### config.mk
export PLATFORM = sky130hd
export DESIGN_NAME = rgb565_pixel_serializer
export DESIGN_NICKNAME = d
export VERILOG_FILES = /design/src/rtl/rgb565_pkg.sv /design/src/rtl/word_fifo.sv /design/src/rtl/rgb565_pixel_serializer.sv
export SDC_FILE = /design/constraint.sdc
export NUM_CORES = 1
export LEC_CHECK = 0
export ABC_CLOCK_PERIOD_IN_PS = 14050
export CAP_MARGIN = 20
export CORE_MARGIN = 2
export CORE_UTILIZATION = 55
export DETAILED_ROUTE_END_ITERATION = 7
export MAX_ROUTING_LAYER = met4
export PLACE_DENSITY = 0.89
export SLEW_MARGIN = 20
export SYNTH_ARGS = -nofsm -noshare
export SYNTH_HDL_FRONTEND = slang
export SYNTH_SLANG_ARGS = --single-unit
### constraint.sdc
create_clock -name clock -period 14.05 [get_ports clock]
set_clock_uncertainty 0.1 [all_clocks]
set_input_delay 2.81 -clock clock [delete_from_list [all_inputs] [get_ports clock]]
set_output_delay 2.81 -clock clock [all_outputs]
set_load 0.02 [all_outputs]
### src/rtl/rgb565_pkg.sv
// rgb565_pkg: shared pixel types and the RGB565 -> RGB888 expansion used by
// the pixel serializer.
//   rgb565_t  : one packed 16-bit pixel, {r5, g6, b5}
//   rgb888_t  : one packed 24-bit pixel, {R8, G8, B8}
//   expand565 : widens each field by replicating its MSBs into the new LSBs,
//               so full-scale 5/6-bit values map to full-scale 8-bit values.
package rgb565_pkg;

    localparam int WORD_W  = 32;
    localparam int PIXEL_W = 24;

    typedef logic [15:0] rgb565_t;
    typedef logic [23:0] rgb888_t;

    function automatic rgb888_t expand565(input rgb565_t p);
        return {p[15:11], p[15:13],   // R8
                p[10:5],  p[10:9],    // G8
                p[4:0],   p[4:2]};    // B8
    endfunction

endpackage

### src/rtl/word_fifo.sv
// word_fifo: single-clock FIFO of DEPTH x 32-bit words.
//   clock  : clock for all state
//   reset  : asynchronous, active-high; empties the FIFO
//   push   : write din this cycle (caller guarantees space or a same-cycle pop)
//   pop    : discard the head word this cycle (caller guarantees level != 0)
//   flush  : synchronous empty; a push in the same cycle lands in slot 0
//   din    : word to write
//   head   : word at the read pointer, combinational
//   level  : number of stored words, 0..DEPTH
module word_fifo
    import rgb565_pkg::*;
#(
    parameter int DEPTH = 4
) (
    input  logic                     clock,
    input  logic                     reset,
    input  logic                     push,
    input  logic                     pop,
    input  logic                     flush,
    input  logic [WORD_W-1:0]        din,
    output logic [WORD_W-1:0]        head,
    output logic [$clog2(DEPTH):0]   level
);

    localparam int PTR_W   = $clog2(DEPTH);
    localparam int LEVEL_W = PTR_W + 1;

    logic [WORD_W-1:0] mem [DEPTH];
    logic [PTR_W-1:0]  wr_ptr;
    logic [PTR_W-1:0]  rd_ptr;
    logic [PTR_W-1:0]  wr_addr;

    // A flush restarts the write pointer at 0, so a coincident push must land there.
    assign wr_addr = flush ? '0 : wr_ptr;
    assign head    = mem[rd_ptr];

    // NOTE: storage has no reset; a slot is only ever read after being written,
    // as level gates everything downstream, so clearing it would buy nothing.
    always_ff @(posedge clock) begin
        if (push) begin
            mem[wr_addr] <= din;
        end
    end

    // NOTE: sequential state uses non-blocking assignments so every register
    // samples pre-edge values regardless of statement order.
    always_ff @(posedge clock or posedge reset) begin
        if (reset) begin
            wr_ptr <= '0;
            rd_ptr <= '0;
            level  <= '0;
        end else if (flush) begin
            rd_ptr <= '0;
            wr_ptr <= push ? PTR_W'(1) : '0;
            level  <= push ? LEVEL_W'(1) : '0;
        end else begin
            if (push) wr_ptr <= wr_ptr + PTR_W'(1);
            if (pop)  rd_ptr <= rd_ptr + PTR_W'(1);
            case ({push, pop})
                2'b10:   level <= level + LEVEL_W'(1);
                2'b01:   level <= level - LEVEL_W'(1);
                default: level <= level;
            endcase
        end
    end

endmodule

### src/rtl/rgb565_pixel_serializer.sv
// rgb565_pixel_serializer: buffers two-pixel RGB565 words and emits one RGB888
// pixel per valid/ready handshake, low half of each word first.
//   clock       : clock for all state
//   reset       : asynchronous, active-high
//   rgb         : {second pixel, first pixel}, RGB565 each
//   rgb_enable  : rgb valid this cycle; no backpressure, dropped if no room
//   flush       : synchronous clear of FIFO and half select (overflow kept)
//   pixel       : {R8, G8, B8} of the current pixel, 0 when not valid
//   pixel_valid : a pixel is presented (FIFO not empty)
//   pixel_ready : consumer accepts pixel this cycle
//   level       : words held in the FIFO
//   overflow    : sticky drop flag, cleared only by reset
module rgb565_pixel_serializer
    import rgb565_pkg::*;
#(
    parameter int DEPTH = 4
) (
    input  logic                     clock,
    input  logic                     reset,
    input  logic [WORD_W-1:0]        rgb,
    input  logic                     rgb_enable,
    input  logic                     flush,
    output logic [PIXEL_W-1:0]       pixel,
    output logic                     pixel_valid,
    input  logic                     pixel_ready,
    output logic [$clog2(DEPTH):0]   level,
    output logic                     overflow
);

    localparam int LEVEL_W = $clog2(DEPTH) + 1;
    localparam logic [LEVEL_W-1:0] FULL_LEVEL = LEVEL_W'(DEPTH);

    logic              half;
    logic              transfer;
    logic              pop;
    logic              accept;
    logic              drop;
    logic [WORD_W-1:0] head;
    rgb565_t           cur_565;

    assign pixel_valid = (level != '0);
    assign transfer    = pixel_valid && pixel_ready;
    // Flush cancels the pop; the emptied FIFO has room for the write anyway.
    assign pop         = transfer && half && !flush;
    assign accept      = rgb_enable && (flush || (level != FULL_LEVEL) || pop);
    assign drop        = rgb_enable && !accept;

    word_fifo #(.DEPTH(DEPTH)) u_fifo (
        .clock (clock),
        .reset (reset),
        .push  (accept),
        .pop   (pop),
        .flush (flush),
        .din   (rgb),
        .head  (head),
        .level (level)
    );

    // NOTE: every always_comb output gets a default first, so no path can
    // leave it unassigned and infer a latch.
    always_comb begin
        cur_565 = head[15:0];
        pixel   = '0;
        if (half) cur_565 = head[31:16];
        if (pixel_valid) pixel = expand565(cur_565);
    end

    always_ff @(posedge clock or posedge reset) begin
        if (reset) begin
            half     <= 1'b0;
            overflow <= 1'b0;
        end else begin
            if (flush) begin
                half <= 1'b0;
            end else if (transfer) begin
                half <= ~half;
            end
            if (drop) overflow <= 1'b1;
        end
    end

endmodule

==> flow_metrics.py, run 1 <==
metrics = {
    "clock_network": {
        "root_buffer": "clkbuf_8",
        "post_cts_hold_buffer_count": 0,
        "cts_tree": "yes",
        "cts_buffer_depth": 2,
        "clkSinkCount": 137,
        "cts_made_buffers": 17,
        "clock_insertion_delay_worst_skew_ps": 510,
        "ctsResizeCount": 0,
        "post_cts_buffers": 0,
        "cts.clk_slew.worst_paths_ps": 60,
        "h-tree-depth": 4,
    },
    "floorplan": {
        "fp.dieH_microns": 104,
        "starting_utilization_of_the_core_area_pct": 56.5,
        "num_io_pins": 66,
        "std_cell_rows": 36,
        "core_region_area_sq_um": 9770,
        "die-area_sq_um": 10900,
        "die_outline_width_microns": 104,
    },
    "hold_path": {
        "worst_hold_path_type": "flop to flop",
    },
    "synthesis": {
        "postSynth.topFlopCell": "edfxtp_1",
        "post_synth.cell_area_avg_sq_um": 20.1,
        "synth_edf_count": 128,
        "netlist_area_sq_um": 5520,
        "yosys_register_bits": 137,
        "ys_types": 46,
        "synthesis.nets": 312,
        "post_synthesis_cells": 274,
        "share_of_synthesized_flip_flops_with_an_asynchronous_set_or_reset_pct": 6.57,
        "yosys_warnings": 0,
        "ys_seq_area_share_pct": 73.7,
    },
    "timing": {
        "final_worst_path_setup_slack_ps": 8310,
        "maxSlewHeadroom_pct": 56.2,
        "rsz_0062_raised_after_global_routing": "false",
        "timing_worst_slew_pin_value_ps": 646,
        "layout_worst_path_cycle_share_pct": 40.8,
        "fin_tns_setup_ps": 0,
        "final_period_minus_worst_setup_slack_ps": 5740,
        "setup_violations": 0,
        "maxClockFrequency_mhz": 174,
        "report.final.hold_viol_count": 0,
        "timing.final.max_slew_violations": 0,
    },
    "grt": {
        "first_global_vias": 3016,
        "grt_pass1_wl_mm": 16.9,
        "groute.usage.overall_pct": 22.2,
        "grt_antenna_before_repair": 0,
        "grt_overflow_total": 0,
        "maximum_number_of_pins_on_one_net_before_global_route_repair": 34,
    },
    "placed_design": {
        "port_buffers": 65,
        "place.detailed.hpwl_mm": 6.06,
        "placement_stage_worst_setup_slack_ps": 8530,
        "final_wtd_congestion": 0.858,
    },
    "job": {
        "max-cap-violations": 0,
    },
    "pwr": {
        "power.sequential.fraction_pct": 41.2,
        "p_switching_uw": 330,
        "comb_power_share_pct": 21.4,
        "leakage_nw": 2.24,
        "netSwitchingFraction_pct": 27.4,
        "clockPowerShare_pct": 37.4,
        "power.density_cell_area_nw_per_um2": 176,
        "power.internal_uw": 873,
        "ir_drop_mv": 0.0977,
    },
    "layout": {
        "most-common-layout-cells": "edfxtp_1, clkdlybuf4s50_1, mux4_2",
        "final_layout_fill_cell_count": 600,
        "post_route_cells_drive_above_1_share_pct": 21.5,
        "diodes": 0,
        "finalNetCount": 374,
        "leading_cell_type_in_the_layout_fill_and_taps_excluded": "edfxtp_1",
        "flow.area_growth_from_synthesis_pct": 23.8,
    },
    "setup_path": {
        "critical_path_buf_inv_count": 1,
        "critical_path.max_fanout": 33,
        "crit_slowest_cell": "dfrtp_4",
        "cp_startpoint_kind": "flop",
        "worst_path_largest_cell_delay_ps": 850,
        "family_of_cells_with_the_greatest_summed_delay_on_the_critical_path": "flip-flops",
        "worst_setup_path_end_kind": "primary output",
        "cp.arrival_ps": 2830,
        "worstSetupPathType": "flop to primary output",
        "cp_cell_sequence": "mux4_2 -> a22o_1 -> clkdlybuf4s50_1",
        "timing.critical_path.required_ps": 11140,
    },
    "drt": {
        "vias": 2841,
        "first_pass_iters": 4,
        "drc": 0,
        "drt-total-wl_mm": 10.8,
        "ant_nets": 0,
        "detailed_router_s_first_iteration_violation_count": 256,
        "viasPerCell": 5.89,
        "detail_route.wl_per_cell_microns": 22.5,
    },
    "run_status": {
        "status": "finished, final reports clean",
    },
}
[worst paths after layout]
check | start | end | depth (start not counted) | slack, ps
min | overflow | overflow | 1 | 360
max in group asynchronous | reset | u_fifo.rd_ptr[0] | 2 | 11040
max reg2reg | u_fifo.level[1] | u_fifo.level[2] | 6 | 11320
min reg2reg | overflow | overflow | 1 | 360
max | u_fifo.rd_ptr[0] | pixel[17] | 3 | 8310
min in group asynchronous | reset | half | 2 | 2480
[Yosys cell counts, types with 3 or more instances]
cell type / n / share of area [%]
nand2_1: 5 / 0.34
mux4_2: 32 / 13
buf_2: 8 / 0.73
buf_6: 4 / 0.82
a22o_1: 16 / 2.5
nor2_1: 4 / 0.27
and2_1: 3 / 0.34
buf_4: 9 / 1.2
nor3_1: 3 / 0.27
clkbuf_1: 7 / 0.48
inv_1: 6 / 0.41
edfxtp_1: 128 / 70
a21oi_1: 5 / 0.45
dfrtp_1: 9 / 4.1
[cell families (layout without fill, tap and decap cells)]
kind of cell	after synthesis	after routing	synth area share, %
mux	33	33	13.2
xor+xnor	2	2	0.317
buf+inv	34	109	3.65
fa+ha+maj	1	1	0.363
flops	137	137	73.7
simple gates	29	29	3.17
compound gates	38	38	5.53
[flip-flops by register name, indices dropped and copies added (netlist names)]
| signal | cells |
|---|---|
| u_fifo.mem | 128 |
| u_fifo.wr_ptr | 2 |
| half | 1 |
| overflow | 1 |
| u_fifo.rd_ptr | 2 |
| u_fifo.level | 3 |
[through the flow]
stage | hold slack, ps | instances | instance area [sq um] | utilization, % | total power, mW
final | 362 | 482 | 6830 | 69.9 | 1.20
after global routing | 380 | 482 | 6830 | 69.9 | 1.24
after global placement | 343 | 450 | 6220 | 63.6 | 0.751
after detailed placement | 346 | 450 | 6220 | 63.6 | 0.761
after CTS | 364 | 482 | 6830 | 69.9 | 1.21
after floorplan | 425 | 274 | 5520 | - | 0.664
[layout make-up]
class	count	area (sq um)	area share, %
sequential	137	4070	59.6
timing repair buffer	71	696	10.2
inverter	6	22.5	0.330
multi-input combinational	103	1270	18.5
tap	133	166	2.44
clock buffer	18	418	6.12
clock inverter	14	190	2.78
[power by group through the flow]
stage	Clock, mW	Combinational, mW	Sequential (mW)
2_1_floorplan	0	0.173	0.491
3_3_place_gp	0	0.250	0.502
3_5_place_dp	0	0.257	0.503
4_1_cts	0.456	0.260	0.496
5_1_grt	0.473	0.270	0.500
6_report	0.450	0.257	0.496
[routing by layer]
| layer | routed length (microns) | GRT usage (%) | up-vias | share of wire (%) |
|---|---|---|---|---|
| met4 | 128 | 8.69 | 0 | 1.2 |
| met1 | 4210 | 26.5 | 1482 | 39 |
| met2 | 5900 | 36.1 | 94 | 54 |
| met5 | 0 | - | - | 0 |
| met3 | 603 | 6.27 | 10 | 5.6 |
| li1 | - | - | 1255 | - |
(Power assumes the default switching activity.)
==> run 2: changes to the inputs <==
- ABC_CLOCK_PERIOD_IN_PS: 14050 -> 5900
- clock period: 14.05 -> 5.9 ns (I/O delays scaled with it)
==> run 2 against run 1 <==
Cell count unchanged. Via count up 1.3%. Sequential share of layout area up 0.33 points. Hold slack better by 0.95 ps. Cell area down 0.55%. First-iteration DRC count down 3.9%. Combinational power up 140%. Critical path depth up 1. Critical path type unchanged. Largest cell class unchanged.
==> flow_metrics.py, run 2 (synthesis gave the netlist of run 1 again) <==
metrics = {
    "layout": {
        "max_flop_register": "u_fifo.mem",
        "largest_register_ffs": 128,
        "most-common-layout-cells": "edfxtp_1, clkdlybuf4s50_1, mux4_2",
        "post_route_cells_drive_above_1_share_pct": 21.8,
        "finalNetCount": 374,
        "leading_cell_type_in_the_layout_fill_and_taps_excluded": "edfxtp_1",
        "multi_input_area_sq_um": 1270,
        "diodes": 0,
        "final_layout_fill_cell_count": 599,
        "area.sequential_sq_um": 4070,
        "flow.area_growth_from_synthesis_pct": 23.1,
        "biggestRegsByFlops": "u_fifo.mem x128, u_fifo.level x3",
    },
    "timing": {
        "rsz_0062_raised_after_global_routing": "false",
        "layout_worst_path_cycle_share_pct": 70.9,
        "final_period_minus_worst_setup_slack_ps": 4180,
        "maxClockFrequency_mhz": 239,
        "final.hold.worst_slack_ps": 363,
        "timing_worst_slew_pin_value_ps": 749,
        "fin_tns_setup_ps": 0,
        "timing.final.max_slew_violations": 0,
        "report.final.hold_viol_count": 0,
        "setup_violations": 0,
        "maxSlewHeadroom_pct": 49.3,
    },
    "drt": {
        "ant_nets": 0,
        "drt-total-wl_mm": 10.7,
        "drc": 0,
        "vias": 2877,
        "first_pass_iters": 4,
        "viasPerCell": 5.97,
        "detailed_router_s_first_iteration_violation_count": 246,
        "detail_route.wl_per_cell_microns": 22.1,
    },
    "pwr": {
        "netSwitchingFraction_pct": 28.4,
        "power.internal_mw": 2.00,
        "leakage_nw": 2.22,
        "p_switching_uw": 790,
        "comb_power_share_pct": 21.9,
        "clockPowerShare_pct": 35.7,
        "power.sequential.fraction_pct": 42.3,
        "power.density_cell_area_nw_per_um2": 410,
        "ir_drop_mv": 0.231,
    },
    "setup_path": {
        "worst_setup_path_end_kind": "primary output",
        "critical_path_buf_inv_count": 2,
        "worst_path_largest_cell_delay_ps": 760,
        "crit_slowest_cell": "dfrtp_1",
        "worstSetupStartpoint": "u_fifo.rd_ptr[1]",
        "cp_startpoint_kind": "flop",
        "reg2reg_from": "u_fifo.level[0]",
        "family_of_cells_with_the_greatest_summed_delay_on_the_critical_path": "buffers and inverters",
        "timing.critical_path.required_ps": 4620,
        "cp_cell_sequence": "buf_4 -> mux4_2 -> a22o_1 -> clkdlybuf4s50_1",
        "worstSetupPathType": "flop to primary output",
        "cp.arrival_ps": 2900,
        "critical_path.max_fanout": 22,
    },
    "job": {
        "max-cap-violations": 0,
    },
    "clock_network": {
        "cts_made_buffers": 17,
        "post_cts_hold_buffer_count": 0,
        "clkSinkCount": 137,
        "cts.clk_slew.worst_paths_ps": 60,
        "post_cts_buffers": 0,
        "ctsResizeCount": 0,
        "cts_buffer_depth": 2,
        "cts_tree": "yes",
        "clock_insertion_delay_worst_skew_ps": 510,
        "root_buffer": "clkbuf_8",
        "h-tree-depth": 4,
    },
    "grt": {
        "first_global_vias": 2977,
        "grt_pass1_wl_mm": 16.8,
        "maximum_number_of_pins_on_one_net_before_global_route_repair": 34,
        "groute.usage.overall_pct": 21.8,
        "grt_overflow_total": 0,
        "grt_antenna_before_repair": 0,
    },
    "floorplan": {
        "std_cell_rows": 36,
        "die_outline_width_microns": 104,
        "num_io_pins": 66,
        "die-area_sq_um": 10900,
        "starting_utilization_of_the_core_area_pct": 56.5,
        "core_region_area_sq_um": 9770,
        "fp.dieH_microns": 104,
    },
    "hold_path": {
        "hold_path.startpoint": "overflow",
        "worst_hold_path_type": "flop to flop",
    },
    "placed_design": {
        "place.detailed.hpwl_mm": 6.10,
        "final_wtd_congestion": 0.870,
        "port_buffers": 65,
    },
    "run_status": {
        "status": "finished, final reports clean",
    },
}
[run 2: changes by cell type in the layout (fill, tap and decap cells not counted)]
| cell | previous run | this run |
|---|---|---|
| clkinv_4 | 5 | 3 |
| inv_8 | 2 | 3 |
| clkbuf_1 | 1 | 0 |
| clkinvlp_4 | 1 | 3 |
| inv_6 | 3 | 5 |
| bufinv_16 | 3 | 1 |
[run 2: worst register-to-register path, delay by kind of cell, from the launching register on]
family          cells  cell delay, ps
compound gates      3            1270
simple gates        2             310
fa+ha+maj           1             460
flops               1             520
[run 2: power groups by stage]
stage | logic [mW] | clock network [mW] | registers, mW
after floorplan | 0.412 | 0 | 1.17
after global placement | 0.594 | 0 | 1.20
after detailed placement | 0.606 | 0 | 1.20
after CTS | 0.618 | 1.01 | 1.18
after global routing | 0.643 | 1.05 | 1.19
final | 0.611 | 0.996 | 1.18
[run 2: area by class of cell]
cell class	count	area share (%)
inverter	6	0.331
timing repair buffer	71	10.2
multi-input combinational	103	18.6
sequential	137	59.9
clock buffer	17	6.10
tap	133	2.45
clock inverter	15	2.30
[run 2: per-stage QoR]
stage / util (%) / power [mW] / area [sq um] / std cells / setup WS [ps]
2_1_floorplan: - / 1.58 / 5520 / 274 / 341
3_3_place_gp: 63.6 / 1.79 / 6220 / 450 / 2050
3_5_place_dp: 63.6 / 1.81 / 6220 / 450 / 2000
4_1_cts: 69.5 / 2.81 / 6790 / 482 / 1440
5_1_grt: 69.5 / 2.89 / 6790 / 482 / 1610
6_report: 69.5 / 2.79 / 6790 / 482 / 1720
[run 2: path summary, 6_finish.rpt]
check | cells after the start | endpoint | slack, ps
worst min register to register | 1 | overflow | 360
worst min-delay path | 1 | overflow | 360
worst max-delay path | 4 | pixel[18] | 1720
min in group asynchronous | 2 | u_fifo.wr_ptr[1] | 850
worst max register to register | 6 | u_fifo.level[2] | 3130
max in group asynchronous | 2 | u_fifo.rd_ptr[0] | 4540
[run 2: layer usage]
| metal | up-vias | track usage [%] | wire length, microns |
|---|---|---|---|
| met5 | - | - | 0 |
| met4 | 0 | 6.56 | 189 |
| met1 | 1454 | 28.4 | 4160 |
| li1 | 1265 | - | - |
| met3 | 14 | 6.27 | 886 |
| met2 | 144 | 33.9 | 5430 |
